==> src/rtl/scroll_pkg.sv <==
// scroll_pkg: shared constants and lane direction encoding for the lane scroller
package scroll_pkg;
    localparam int SPAN = 640;
    localparam int PERIOD = 100000;
    localparam int MIN_PERIOD = 20000;
    localparam int SPEEDUP_SHIFT = 8;
    typedef enum logic {DIR_RIGHT = 1'b0, DIR_LEFT = 1'b1} dir_e;
endpackage

==> src/rtl/scroll_tick_gen.sv <==
// scroll_tick_gen: score-scaled move-tick prescaler with a floor on the period
module scroll_tick_gen #(
    parameter int SCORE_W = 7,
    parameter int CTR_W = 18,
    parameter int PERIOD = scroll_pkg::PERIOD,
    parameter int SPEEDUP_SHIFT = scroll_pkg::SPEEDUP_SHIFT,
    parameter int MIN_PERIOD = scroll_pkg::MIN_PERIOD
) (
    input  logic               clk,
    input  logic               reset,
    input  logic               enable,
    input  logic [SCORE_W-1:0] score,
    output logic               tick_next
);
    localparam int EW = CTR_W + 1;
    logic [CTR_W-1:0] ctr;
    logic [EW-1:0] diff, eff;
    // the extra top bit of diff is the sign: a huge score drives it negative
    assign diff = EW'(PERIOD) - (EW'(score) << SPEEDUP_SHIFT);
    assign eff = (diff[EW-1] || diff < EW'(MIN_PERIOD)) ? EW'(MIN_PERIOD) : diff;
    assign tick_next = enable && ({1'b0, ctr} >= eff - EW'(1));
    always_ff @(posedge clk) begin
        if (reset)
            ctr <= '0;
        else if (enable)
            ctr <= tick_next ? '0 : ctr + CTR_W'(1);
    end
endmodule

==> src/rtl/scroll_lanes.sv <==
// scroll_lanes: N independent wrap-around lane position counters on one shared move tick
module scroll_lanes #(
    parameter int N_LANES = 4,
    parameter int POS_W = 10,
    parameter int SPAN = scroll_pkg::SPAN,
    parameter int STEP_W = 3,
    parameter int SCORE_W = 7,
    parameter int CTR_W = 18,
    parameter int PERIOD = scroll_pkg::PERIOD,
    parameter int SPEEDUP_SHIFT = scroll_pkg::SPEEDUP_SHIFT,
    parameter int MIN_PERIOD = scroll_pkg::MIN_PERIOD
) (
    input  logic                      clk,
    input  logic                      reset,
    input  logic                      enable,
    input  logic [SCORE_W-1:0]        score,
    input  logic [N_LANES*STEP_W-1:0] lane_step,
    input  logic [N_LANES-1:0]        lane_dir,
    output logic [N_LANES*POS_W-1:0]  h_pos,
    output logic                      tick,
    output logic [N_LANES-1:0]        wrap
);
    localparam logic [POS_W:0] SPAN_X = (POS_W+1)'(SPAN);
    logic tick_next;
    logic [POS_W-1:0] pos [N_LANES];
    logic [POS_W-1:0] pos_nxt [N_LANES];
    logic [N_LANES-1:0] lane_wrap;

    scroll_tick_gen #(
        .SCORE_W(SCORE_W),
        .CTR_W(CTR_W),
        .PERIOD(PERIOD),
        .SPEEDUP_SHIFT(SPEEDUP_SHIFT),
        .MIN_PERIOD(MIN_PERIOD)
    ) u_tick (
        .clk(clk),
        .reset(reset),
        .enable(enable),
        .score(score),
        .tick_next(tick_next)
    );

    for (genvar g = 0; g < N_LANES; g++) begin : g_lane
        logic [POS_W:0] p, s, sum;
        logic left;
        assign p = {1'b0, pos[g]};
        assign s = (POS_W+1)'(lane_step[g*STEP_W +: STEP_W]);
        assign sum = p + s;
        assign left = lane_dir[g] == scroll_pkg::DIR_LEFT;
        // wrapping keeps the overshoot, so motion stays smooth across the seam
        assign lane_wrap[g] = left ? (p < s) : (sum >= SPAN_X);
        assign pos_nxt[g] = left ? (lane_wrap[g] ? POS_W'(p + SPAN_X - s) : POS_W'(p - s))
                                 : (lane_wrap[g] ? POS_W'(sum - SPAN_X) : POS_W'(sum));
        assign h_pos[g*POS_W +: POS_W] = pos[g];
    end

    always_ff @(posedge clk) begin
        if (reset) begin
            tick <= 1'b0;
            wrap <= '0;
            for (int i = 0; i < N_LANES; i++) pos[i] <= '0;
        end else begin
            tick <= tick_next;
            wrap <= tick_next ? lane_wrap : '0;
            if (tick_next)
                for (int i = 0; i < N_LANES; i++) pos[i] <= pos_nxt[i];
        end
    end
endmodule

==> config.mk <==
export PLATFORM = sky130hd
export DESIGN_NAME = scroll_lanes
export DESIGN_NICKNAME = d
export VERILOG_FILES = /design/src/rtl/scroll_pkg.sv /design/src/rtl/scroll_tick_gen.sv /design/src/rtl/scroll_lanes.sv
export SDC_FILE = /design/constraint.sdc
export NUM_CORES = 1
export LEC_CHECK = 0
export ABC_AREA = 1
export ABC_CLOCK_PERIOD_IN_PS = 3300
export BUFFER_PORTS_ARGS = -buffer_cell sky130_fd_sc_hd__buf_2
export CAP_MARGIN = 5
export CORE_UTILIZATION = 56
export DETAILED_ROUTE_END_ITERATION = 7
export GPL_ROUTABILITY_DRIVEN = 0
export PLACE_DENSITY_LB_ADDON = 0.12
export SKIP_LAST_GASP = 1
export SLEW_MARGIN = 10
export SYNTH_ARGS = -nofsm -noshare
export SYNTH_HDL_FRONTEND = slang
export SYNTH_SLANG_ARGS = --single-unit
==> constraint.sdc <==
create_clock -name clk -period 3.3 [get_ports clk]
set_input_delay 0.495 -clock clk [delete_from_list [all_inputs] [get_ports clk]]
set_output_delay 0.495 -clock clk [all_outputs]
set_load 0.02 [all_outputs]
==> run metrics, run 1 <==
deepest level of the CTS H-tree=3; Via Count=7393; Gate Count Post-Synth=approximately 1.1k; half-perimeter wire length of the detailed placement result=14.69 mm; CTS sink cnt=63; Die Footprint=14580 sq um; Clock Tree Buf Depth=2; R2R setup slack=0.29 ns; clock edge transition at the registers on the reported setup and hold paths=0.06 ns; startpoint class of the critical path=flip-flop; unrepaired setup endpoints after global routing=no; classification of the worst-slack hold path=reg2reg; Resized Gates After CTS=0; DIE WIDTH=120.8 um; crit path max fanout=12; total I/O pin count=71; max frequency=332.5 MHz; crit path time final=roughly 3 ns; ratio of cells with drive above 1 in the final layout=13.22%; Static Leakage=4.409 nW; outcome=finished clean; final-report max-slew violation count=0; most instantiated flip-flop cell in the synthesis netlist=sky130_fd_sc_hd__edfxtp_1; number of antenna violations at the first check in global routing=0; area growth from synthesis to layout=11.20%; top cells by area in the synthesized netlist=sky130_fd_sc_hd__ha_1, sky130_fd_sc_hd__edfxtp_1, sky130_fd_sc_hd__nand2_1, sky130_fd_sc_hd__nand3_1, sky130_fd_sc_hd__inv_1; post-CTS setup-driven buffer insertion count=0; initial core utilization=57.13%; biggest area consumer among synthesized cells=sky130_fd_sc_hd__ha_1; pin count of the biggest net entering global routing=35; wire length after detailed routing=18.62 mm; Clk Tree Root Cell=sky130_fd_sc_hd__clkbuf_16; Routed WL per cell=between 10 and 15 um; PD cells=286.0 nW/um^2; CP Capture Point=pos[1][2]; launch point of the worst reg-to-reg path=pos[1][0]; GR Util All Layers=26.39%; wire length of the first global-routing pass=31.22 mm; share of the clock period used by the worst path after layout=roughly nine tenths; Max rail drop VDD=between 0.2 and 0.25 mV; number of global-route vias before repair=6670; Async S/R FF share, synth=0%; netlist area before placement=7899 sq um; Final setup viols=0; most common library cell in the layout ignoring fill and taps=sky130_fd_sc_hd__nand2_1; Min-Delay Startpoint=u_tick.ctr[0]; share of the synthesized area in compound gates (AO/OA/AOI/OAI)=7.888%; Slew HR=73.12%; top library cells by usage in the layout, fill and taps aside=sky130_fd_sc_hd__nand2_1, sky130_fd_sc_hd__inv_1, sky130_fd_sc_hd__nand3_1; Post-Route Skew=0.009621 ns; total overflow reported by the global router=0; number of register bits inferred by synthesis=63; WP data required=3.39 ns; mean area per synthesized cell=7.053 sq um; number of placement rows=43; Die Y-Extent=approximately 120 um; final number of hold-violating endpoints=0; # hold bufs at CTS=0; crit path DAT=around 3.1 ns; sort of element at the end of the critical path=flip-flop; XOR/XNOR share of the synthesized area=7.984%; share of cell area taken by muxes after synthesis=0%; type of the worst setup path=reg2reg; number of enable-type register cells in the synthesized netlist=40; slew at the pin closest to its max-slew limit=about 0.4 ns; syn nets=1268; Yosys cell types=38; clock insertion delay at the later pin of the skew report=0.33 ns; worst slack at placement=approximately 0.12 ns; Tot Pwr=2.512 mW; Routed Antenna Nets=0; R2R depth=17; post-synthesis share of cell area spent on and, or, nand and nor gates=~33%; port buffer count=70; clock tree from TritonCTS=done; Core Box Area=approximately 14000 sq um; number of nets in the final layout=1346; detailed-route vias per instance=5.346; final-layout setup total negative slack=0 ns; drc violations=0; Inserted Clock Buffers=9; share of the yosys chip area belonging to registers=21.04%; total number of yosys warnings=0; main combinational cell family by area after synthesis=simple AND/OR/NAND/NOR gates; origin of the worst setup path=pos[1][0]; setup ws final=0.2924 ns; area share of the largest cell type after synthesis=~17%; detailed router's first-iteration violation count=557; number of optimization iterations in the first detailed-route pass=5; number of diodes added for antenna fixing=0; terminus of the critical flop-to-flop path=pos[1][2]; post-synthesis adder-cell area fraction=roughly a fifth; max-capacitance violation count=0
synth_stat cells (2+ instances only):
master,n
sky130_fd_sc_hd__fa_1,16
sky130_fd_sc_hd__nand3_2,13
sky130_fd_sc_hd__dfxtp_1,23
sky130_fd_sc_hd__nand2_4,4
sky130_fd_sc_hd__nand2_1,237
sky130_fd_sc_hd__a21oi_2,4
sky130_fd_sc_hd__nor3b_1,2
sky130_fd_sc_hd__nor2_4,2
sky130_fd_sc_hd__nand3_1,131
sky130_fd_sc_hd__nor3_1,15
sky130_fd_sc_hd__clkinv_1,2
sky130_fd_sc_hd__inv_2,5
sky130_fd_sc_hd__o31ai_1,2
sky130_fd_sc_hd__inv_1,169
sky130_fd_sc_hd__o21ai_1,7
sky130_fd_sc_hd__buf_2,5
sky130_fd_sc_hd__xor2_1,60
sky130_fd_sc_hd__nor2_1,100
sky130_fd_sc_hd__nor2_2,3
sky130_fd_sc_hd__o21ai_2,3
sky130_fd_sc_hd__ha_1,106
sky130_fd_sc_hd__clkbuf_1,4
sky130_fd_sc_hd__buf_6,4
sky130_fd_sc_hd__edfxtp_1,40
sky130_fd_sc_hd__o21a_1,4
sky130_fd_sc_hd__a31oi_1,3
sky130_fd_sc_hd__nand4_1,28
sky130_fd_sc_hd__xnor2_1,12
sky130_fd_sc_hd__o21ai_0,16
sky130_fd_sc_hd__nand2_2,26
sky130_fd_sc_hd__a211oi_1,10
sky130_fd_sc_hd__a21o_1,2
sky130_fd_sc_hd__a21oi_1,57
worst min path at each step:
stage                          to  slack, ns  depth (start not counted)
global route        u_tick.ctr[7]       0.52                          3
detailed placement  u_tick.ctr[0]       0.50                          2
CTS                 u_tick.ctr[7]       0.50                          3
floorplan           u_tick.ctr[0]       0.47                          2
finish              u_tick.ctr[0]       0.51                          2
global placement    u_tick.ctr[0]       0.49                          2
final cells by class:
cell class	instances	area (sq um)
Clock inverter	4	26.28
Tap cell	180	225.2
Multi-Input combinational cell	867	5487
Inverter	176	660.6
Fill cell	1295	5044
Sequential cell	63	1662
Timing Repair Buffer	81	445.4
Clock buffer	12	277.8
state kept, by name (all words and copies together), names as in the netlist:
| signal | flops |
|---|---|
| wrap | 4 |
| u_tick.ctr | 18 |
| pos | 40 |
| tick | 1 |
critical path: stages (launching register included):
cell and delay [ns]:
sky130_fd_sc_hd__edfxtp_1 0.40, sky130_fd_sc_hd__ha_1 0.27, sky130_fd_sc_hd__fa_1 0.46, sky130_fd_sc_hd__nand3_2 0.11, sky130_fd_sc_hd__nand2_1 0.11, sky130_fd_sc_hd__nand3_1 0.10
sky130_fd_sc_hd__nand2_2 0.08, sky130_fd_sc_hd__ha_1 0.21, sky130_fd_sc_hd__inv_1 0.07, sky130_fd_sc_hd__nand2_1 0.07, sky130_fd_sc_hd__nand3_1 0.07, sky130_fd_sc_hd__inv_1 0.06
sky130_fd_sc_hd__nand2_2 0.21, sky130_fd_sc_hd__nand2_2 0.21, sky130_fd_sc_hd__nand2_1 0.10, sky130_fd_sc_hd__nand2_1 0.05, sky130_fd_sc_hd__nor2_1 0.11, sky130_fd_sc_hd__nor2_1 0.06
per-layer routing:
metal | vias to the layer above | global-route usage (%) | routed length (um)
met5 | - | 0 | 0
met4 | 0 | 5.710 | 179
met3 | 18 | 3.774 | 728
met2 | 170 | 43.50 | 8596
met1 | 3407 | 36.55 | 9113
li1 | 3798 | - | -
cell families (layout without fill, tap and decap cells):
family | count (synthesis) | count (layout)
fa+ha+maj | 122 | 122
simple gates | 564 | 564
flops | 63 | 63
xor+xnor | 72 | 72
compound gates | 109 | 109
buf+inv | 190 | 273
power breakdown:
| part | total, mW | switching [mW] | leakage, nW | internal, mW |
|---|---|---|---|---|
| registers | 0.889 | 0.0332 | 0.599 | 0.856 |
| clock network | 0.950 | 0.357 | 0.150 | 0.593 |
| logic | 0.672 | 0.429 | 3.66 | 0.243 |
| total | 2.51 | 0.819 | 4.41 | 1.69 |
per-stage QoR:
step | hold slack (ns) | cell area [sq um] | std cells | util (%)
5_1_grt | 0.5224 | 8783 | 1383 | 63.52
2_1_floorplan | 0.4668 | 7899 | 1120 | -
4_1_cts | 0.5037 | 8783 | 1383 | 63.52
6_report | 0.5072 | 8783 | 1383 | 63.52
3_5_place_dp | 0.5037 | 8479 | 1367 | 61.32
3_3_place_gp | 0.4850 | 8479 | 1367 | 61.32
Note: power is estimated with default switching activity, not from simulation.
==> run 2: changes to the inputs <==
--- a/config.mk
+++ b/config.mk
@@ -9,7 +9,9 @@
 export ABC_CLOCK_PERIOD_IN_PS = 3300
 export BUFFER_PORTS_ARGS = -buffer_cell sky130_fd_sc_hd__buf_2
 export CAP_MARGIN = 5
-export CORE_UTILIZATION = 56
+export CELL_PAD_IN_SITES_DETAIL_PLACEMENT = 0
+export CELL_PAD_IN_SITES_GLOBAL_PLACEMENT = 2
+export CORE_UTILIZATION = 32
 export DETAILED_ROUTE_END_ITERATION = 7
 export GPL_ROUTABILITY_DRIVEN = 0
 export PLACE_DENSITY_LB_ADDON = 0.12
==> constraint.sdc (replaced) <==
create_clock -name clk -period 3.3 [get_ports clk]
set_input_delay 0.495 -clock clk [delete_from_list [all_inputs] [get_ports clk]]
set_output_delay 0.495 -clock clk [all_outputs]
set_load 0.05 [all_outputs]
==> run 2 against run 1 <==
  * Clock skew about the same
  * Clock-buffer cell count unchanged
  * Global-route usage decreased by 8.8 points
  * Routed wire length increased by 17%
  * First-iteration DRC count decreased by 48%
  * Worst hold slack got worse by 0.0096 ns
  * Final cell count increased by 11%
  * Core utilization decreased by 26 points
  * Largest cell class unchanged
  * Largest power group unchanged
==> run metrics, run 2 (same netlist as run 1, synthesis figures left out) <==
Routed WL per cell=14.18 um (was 13.46 um); port buffer count=70 (unchanged); Clk Tree Root Cell=sky130_fd_sc_hd__clkbuf_16 (unchanged); pin count of the biggest net entering global routing=26 (was 35); total I/O pin count=71 (unchanged); Slew HR=65.87% (was 73.12%); Static Leakage=4.438 nW (was 4.409 nW); launch point of the worst reg-to-reg path=pos[1][0] (unchanged); Post-Route Skew=0.009496 ns (was 0.009621 ns); most common library cell in the layout ignoring fill and taps=sky130_fd_sc_hd__nand2_1 (unchanged); top library cells by usage in the layout, fill and taps aside=sky130_fd_sc_hd__nand2_1, sky130_fd_sc_hd__inv_1, sky130_fd_sc_hd__nand3_1 (unchanged); Clock Tree Buf Depth=2 (unchanged); final-report max-slew violation count=0 (unchanged); classification of the worst-slack hold path=reg2reg (unchanged); wire length of the first global-routing pass=36.16 mm (was 31.22 mm); R2R depth=18 (was 17); startpoint class of the critical path=flip-flop (unchanged); number of diodes added for antenna fixing=0 (unchanged); part of the total power dissipated in sequential elements=34.1% (was 35.4%); clock network fraction of design power=37.9% (was 37.8%); final design area excluding fillers=9022 sq um (was 8783 sq um); detailed router's first-iteration violation count=289 (was 557); Worst Hold Depth=2 (unchanged); crit path time final=2.912 ns (was 3.008 ns); GR Util All Layers=17.58% (was 26.39%); Core Box Area=24250 sq um (was 13830 sq um); deepest level of the CTS H-tree=3 (unchanged); area growth from synthesis to layout=14.22% (was 11.20%); DIE WIDTH=159.1 um (was 120.8 um); Via Count=7108 (was 7393); type of the worst setup path=reg2reg (unchanged); drc violations=0 (unchanged); number of nets in the final layout=1351 (was 1346); Tot Pwr=2.608 mW (was 2.512 mW); R2R setup slack=0.39 ns (was 0.29 ns); clock tree from TritonCTS=done (unchanged); flip-flop count of the largest register after layout=40 (unchanged); Pint=1.711 mW (was 1.693 mW); Resized Gates After CTS=0 (unchanged); Routed Antenna Nets=0 (unchanged); WP data required=3.39 ns (about the same); clock insertion delay at the later pin of the skew report=0.34 ns (was 0.33 ns); Final setup viols=0 (unchanged); final-layout setup total negative slack=0 ns (unchanged); outcome=finished clean (unchanged); unrepaired setup endpoints after global routing=no (unchanged); terminus of the critical flop-to-flop path=pos[1][6] (was pos[1][2]); max-capacitance violation count=0 (unchanged); reported net switching power=0.8969 mW (was 0.8190 mW); clock edge transition at the registers on the reported setup and hold paths=0.06 ns (about the same); biggest regs=pos: 40 flops, u_tick.ctr: 18 flops, wrap: 4 flops (unchanged); share of the clock period used by the worst path after layout=88.24% (was 91.14%); # hold bufs at CTS=0 (unchanged); Inserted Clock Buffers=9 (unchanged); setup ws final=0.3881 ns (was 0.2924 ns); final number of hold-violating endpoints=0 (unchanged); Die Footprint=25320 sq um (was 14580 sq um); crit path max fanout=7 (was 12); final hold slack=0.4976 ns (was 0.5072 ns); post-CTS setup-driven buffer insertion count=0 (unchanged); Switching Share=34.39% (was 32.60%); number of placement rows=57 (was 43); Die Y-Extent=159.1 um (was 120.8 um); Post-Place Cell Area=8710 sq um (was 8479 sq um); Max rail drop VDD=0.2310 mV (was 0.2243 mV); CTS sink cnt=63 (unchanged); sort of element at the end of the critical path=flip-flop (unchanged); total overflow reported by the global router=0 (unchanged); half-perimeter wire length of the detailed placement result=17.64 mm (was 14.69 mm); detailed-route vias per instance=4.640 (was 5.346); Min-Delay Startpoint=u_tick.ctr[0] (unchanged); PD cells=289.0 nW/um^2 (was 286.0 nW/um^2); worst slack at placement=0.1763 ns (was 0.1190 ns); ratio of cells with drive above 1 in the final layout=13.49% (was 13.22%); portion of total power attributed to combinational logic=28.0% (was 26.8%); slew at the pin closest to its max-slew limit=0.5086 ns (was 0.4007 ns); max frequency=343.4 MHz (was 332.5 MHz); initial core utilization=32.57% (was 57.13%); number of antenna violations at the first check in global routing=0 (unchanged); number of optimization iterations in the first detailed-route pass=5 (unchanged); wire length after detailed routing=21.73 mm (was 18.62 mm); worst-case hold path end point=u_tick.ctr[0] (unchanged); crit path DAT=3.00 ns (was 3.09 ns); number of global-route vias before repair=6983 (was 6670); register with the highest flop count=pos (unchanged)
==> run 2: changes by cell type in the layout (fill, tap and decap cells not counted) <==
cell and change:
sky130_fd_sc_hd__buf_4 +4, sky130_fd_sc_hd__clkbuf_16 +1, sky130_fd_sc_hd__clkbuf_8 -2, sky130_fd_sc_hd__clkbuf_1 +1, sky130_fd_sc_hd__clkinv_2 -2, sky130_fd_sc_hd__clkinv_4 +1, sky130_fd_sc_hd__buf_12 +1, sky130_fd_sc_hd__inv_6 +1
==> run 2: through the flow <==
stage / instances / util (%)
CTS: 1532 / 37.21
global route: 1532 / 37.21
global placement: 1516 / 35.92
detailed placement: 1516 / 35.92
floorplan: 1120 / -
finish: 1532 / 37.21
==> run 2: layer usage <==
layer	wire length, um	vias to the layer above	track usage, %
met2	9491	98	27.71
met5	0	-	0
met1	11550	3197	25.69
met3	494	10	1.875
li1	-	3803	-
met4	195	0	3.802
==> run 2: worst max-delay path: stages, from the launching register on <==
cell and delay [ns]:
sky130_fd_sc_hd__edfxtp_1 0.43, sky130_fd_sc_hd__ha_1 0.27, sky130_fd_sc_hd__fa_1 0.46, sky130_fd_sc_hd__nand3_2 0.11, sky130_fd_sc_hd__nand2_1 0.11, sky130_fd_sc_hd__nand2_1 0.10, sky130_fd_sc_hd__nand2_1 0.06, sky130_fd_sc_hd__nand2_2 0.09
sky130_fd_sc_hd__ha_1 0.17, sky130_fd_sc_hd__inv_1 0.05, sky130_fd_sc_hd__nand2_1 0.09, sky130_fd_sc_hd__nand3_1 0.07, sky130_fd_sc_hd__inv_1 0.09, sky130_fd_sc_hd__nand2_2 0.11, sky130_fd_sc_hd__buf_4 0.18, sky130_fd_sc_hd__nand3_1 0.06
sky130_fd_sc_hd__nand3_1 0.09, sky130_fd_sc_hd__nand2_1 0.09, sky130_fd_sc_hd__inv_1 0.04
==> run 2: final cells by class <==
cell class                 instances  area [sq um]
multi-input combinational        867          5487
clock inverter                     4         33.78
fill                            2665         15230
sequential                        63          1662
timing repair buffer              86         495.5
inverter                         176         660.6
clock buffer                      12         279.0
tap                              324         405.4
==> run 2: power groups by stage <==
| stage | Clock, mW | Sequential [mW] | Combinational, mW |
|---|---|---|---|
| detailed placement | 0 | 0.908 | 0.734 |
| global placement | 0 | 0.909 | 0.748 |
| CTS | 1.03 | 0.891 | 0.739 |
| global route | 1.05 | 0.894 | 0.827 |
| finish | 0.989 | 0.890 | 0.729 |
| floorplan | 0 | 0.957 | 0.480 |
==> run 2: worst max-delay path by stage <==
stage	start	end	slack (ns)	cells after the start
3_5_place_dp	lane_step[3]	pos[1][6]	0.18	19
6_report	pos[1][0]	pos[1][6]	0.39	18
5_1_grt	pos[1][0]	pos[1][6]	0.12	18
3_3_place_gp	lane_step[3]	pos[1][2]	0.19	18
4_1_cts	pos[1][0]	pos[1][6]	0.35	18
2_1_floorplan	score[0]	pos[0][0]	0.15	13
==> run 3: changes to the inputs <==
--- a/config.mk
+++ b/config.mk
@@ -8,7 +8,6 @@
 export ABC_AREA = 1
 export ABC_CLOCK_PERIOD_IN_PS = 3300
 export BUFFER_PORTS_ARGS = -buffer_cell sky130_fd_sc_hd__buf_2
-export CAP_MARGIN = 5
 export CELL_PAD_IN_SITES_DETAIL_PLACEMENT = 0
 export CELL_PAD_IN_SITES_GLOBAL_PLACEMENT = 2
 export CORE_UTILIZATION = 32
==> constraint.sdc (replaced) <==
create_clock -name clk -period 3.3 [get_ports clk]
set_input_delay 0.66 -clock clk [delete_from_list [all_inputs] [get_ports clk]]
set_output_delay 0.66 -clock clk [all_outputs]
set_load 0.05 [all_outputs]
==> run 3 against run 2 <==
  * Total power increased by 5.2%
  * Flip-flop and latch count unchanged
  * Routed wire length increased by 4.0%
  * Sequential power about the same
  * Register-to-register slack improved by 0.03 ns
  * First-iteration DRC count increased by 20%
  * Design area increased by 0.90%
  * Final cell count increased by 0.46%
  * Sequential share of layout area decreased by 0.16 points
  * Largest power group unchanged
  * Global-route usage increased by 0.68 points
  * Core utilization increased by 0.34 points
  * Worst hold slack improved by 0.0051 ns
  * Largest cell class unchanged
==> run metrics, run 3 (same netlist as run 1, synthesis figures left out) <==
non-filler instance count after layout=1539 (was 1532); worst slack at placement=0.08690 ns (was 0.1763 ns); Post-Route Skew=0.008561 ns (was 0.009496 ns); final hold slack=0.5027 ns (was 0.4976 ns); WP data required=3.40 ns (was 3.39 ns); number of antenna violations at the first check in global routing=0 (unchanged); number of diodes added for antenna fixing=0 (unchanged); Final setup viols=0 (unchanged); GR Util All Layers=18.26% (was 17.58%); Slowest cell on crit path=sky130_fd_sc_hd__fa_1 (unchanged); Filler cells=2646 (was 2665); Inserted Clock Buffers=9 (unchanged); clock tree from TritonCTS=done (unchanged); top library cells by usage in the layout, fill and taps aside=sky130_fd_sc_hd__nand2_1, sky130_fd_sc_hd__inv_1, sky130_fd_sc_hd__nand3_1 (unchanged); Die Footprint=25320 sq um (unchanged); initial core utilization=32.57% (unchanged); # hold bufs at CTS=0 (unchanged); final number of hold-violating endpoints=0 (unchanged); area growth from synthesis to layout=15.25% (was 14.22%); Routed Antenna Nets=0 (unchanged); ratio of cells with drive above 1 in the final layout=13.99% (was 13.49%); share of the clock period used by the worst path after layout=87.27% (was 88.24%); half-perimeter wire length of the detailed placement result=18.04 mm (was 17.64 mm); crit path max fanout=11 (was 7); total I/O pin count=71 (unchanged); Core Box Area=24250 sq um (unchanged); DIE WIDTH=159.1 um (unchanged); drc violations=0 (unchanged); area occupied by multi-input gates=5487 sq um (unchanged); type of the worst setup path=reg2reg (unchanged); cells traversed along the worst timing path=ha_1 -> fa_1 -> nand3_2 -> nand2_2 -> nand3_2 -> nand2_1 -> nand2_2 -> ha_1 -> inv_1 -> nand3_2 -> nand2_2 -> nor2_4 -> nand2_4 -> nand2_2 -> inv_1 -> nand2_1 -> nand3_1 -> nand2_1 -> inv_1 (was ha_1 -> fa_1 -> nand3_2 -> nand2_1 -> nand2_1 -> nand2_1 -> nand2_2 -> ha_1 -> inv_1 -> nand2_1 -> nand3_1 -> inv_1 -> nand2_2 -> buf_4 -> nand3_1 -> nand3_1 -> nand2_1 -> inv_1); deepest level of the CTS H-tree=3 (unchanged); Die Y-Extent=159.1 um (unchanged); CTS sink cnt=63 (unchanged); clock edge transition at the registers on the reported setup and hold paths=0.06 ns (about the same); port buffer count=70 (unchanged); max frequency=347.2 MHz (was 343.4 MHz); biggest regs=pos: 40 flops, u_tick.ctr: 18 flops, wrap: 4 flops (unchanged); PD cells=301.2 nW/um^2 (was 289.0 nW/um^2); outcome=finished clean (unchanged); pin count of the biggest net entering global routing=30 (was 26); detailed router's first-iteration violation count=348 (was 289); total overflow reported by the global router=0 (unchanged); wire length after detailed routing=22.60 mm (was 21.73 mm); Max rail drop VDD=0.2135 mV (was 0.2310 mV); Slew HR=71.47% (was 65.87%); Resized Gates After CTS=0 (unchanged); classification of the worst-slack hold path=reg2reg (unchanged); most common library cell in the layout ignoring fill and taps=sky130_fd_sc_hd__nand2_1 (unchanged); number of optimization iterations in the first detailed-route pass=4 (was 5); Static Leakage=4.490 nW (was 4.438 nW); final-report max-slew violation count=0 (unchanged); crit path DAT=2.98 ns (was 3.00 ns); Via Count=7220 (was 7108); unrepaired setup endpoints after global routing=no (unchanged); flip-flop count of the largest register after layout=40 (unchanged); Clk Tree Root Cell=sky130_fd_sc_hd__clkbuf_16 (unchanged); number of global-route vias before repair=7203 (was 6983); buffer and inverter count on the worst path=3 (was 4); number of nets in the final layout=1358 (was 1351); max-capacitance violation count=0 (unchanged); final-layout setup total negative slack=0 ns (unchanged); setup ws final=0.4200 ns (was 0.3881 ns); startpoint class of the critical path=flip-flop (unchanged); Routed WL per cell=14.68 um (was 14.18 um); slew at the pin closest to its max-slew limit=0.4243 ns (was 0.5086 ns); sort of element at the end of the critical path=flip-flop (unchanged); Clock Tree Buf Depth=2 (unchanged); number of placement rows=57 (unchanged); wire length of the first global-routing pass=37.45 mm (was 36.16 mm); post-CTS setup-driven buffer insertion count=0 (unchanged); total area of sequential cells=1662 sq um (unchanged); detailed-route vias per instance=4.691 (was 4.640); number of placed instances, taps included=1523 (was 1516); crit path time final=2.880 ns (was 2.912 ns); most numerous cell on the critical path=sky130_fd_sc_hd__nand2_2 (was sky130_fd_sc_hd__nand2_1); clock insertion delay at the later pin of the skew report=0.34 ns (about the same); Crit path largest cell delay=0.43 ns (was 0.46 ns); family with the most delay on the worst path=simple AND/OR/NAND/NOR gates (unchanged); register with the highest flop count=pos (unchanged)
-- run 3: layout make-up --
| cell class | instances | area share [%] |
|---|---|---|
| Timing Repair Buffer | 93 | 6.020 |
| Clock buffer | 11 | 2.900 |
| Inverter | 176 | 7.257 |
| Sequential cell | 63 | 18.25 |
| Multi-Input combinational cell | 867 | 60.27 |
| Tap cell | 324 | 4.453 |
| Clock inverter | 5 | 0.8521 |
-- run 3: final timing paths --
kind / from / endpoint / slack [ns] / cells after the start
worst max register to register: pos[2][0] / pos[2][4] / 0.42 / 19
worst max-delay path: pos[2][0] / pos[2][4] / 0.42 / 19
worst min register to register: u_tick.ctr[0] / u_tick.ctr[0] / 0.50 / 2
worst min-delay path: u_tick.ctr[0] / u_tick.ctr[0] / 0.50 / 2
-- run 3: where the power goes --
group          internal (mW)  switching (mW)  total (mW)  leakage (nW)
Sequential             0.856          0.0354       0.891         0.599
Clock                  0.726           0.388        1.11         0.168
Combinational          0.254           0.483       0.737          3.72
Total                   1.84           0.907        2.74          4.49
-- run 3: worst register-to-register path: cells and delay by family, from the launching register on --
family	cells	cell delay (ns)
flops	1	0.42
simple gates	13	1.19
buf+inv	3	0.21
fa+ha+maj	3	0.82
-- run 3: per-stage QoR --
| stage | area [sq um] | total power, mW | util, % |
|---|---|---|---|
| finish | 9104 | 2.742 | 37.54 |
| global route | 9104 | 2.900 | 37.54 |
| CTS | 9104 | 2.786 | 37.54 |
| detailed placement | 8762 | 1.646 | 36.14 |
| global placement | 8762 | 1.663 | 36.14 |
| floorplan | 7901 | 1.437 | - |
-- run 3: layer usage --
layer  track usage, %  routed length [um]  part of all wire [%]
met2            30.28               10250                    45
met3            2.631                 717                   3.2
met1            25.50               11510                    51
met4            2.710                 124                  0.55
met5                0                   0                     0
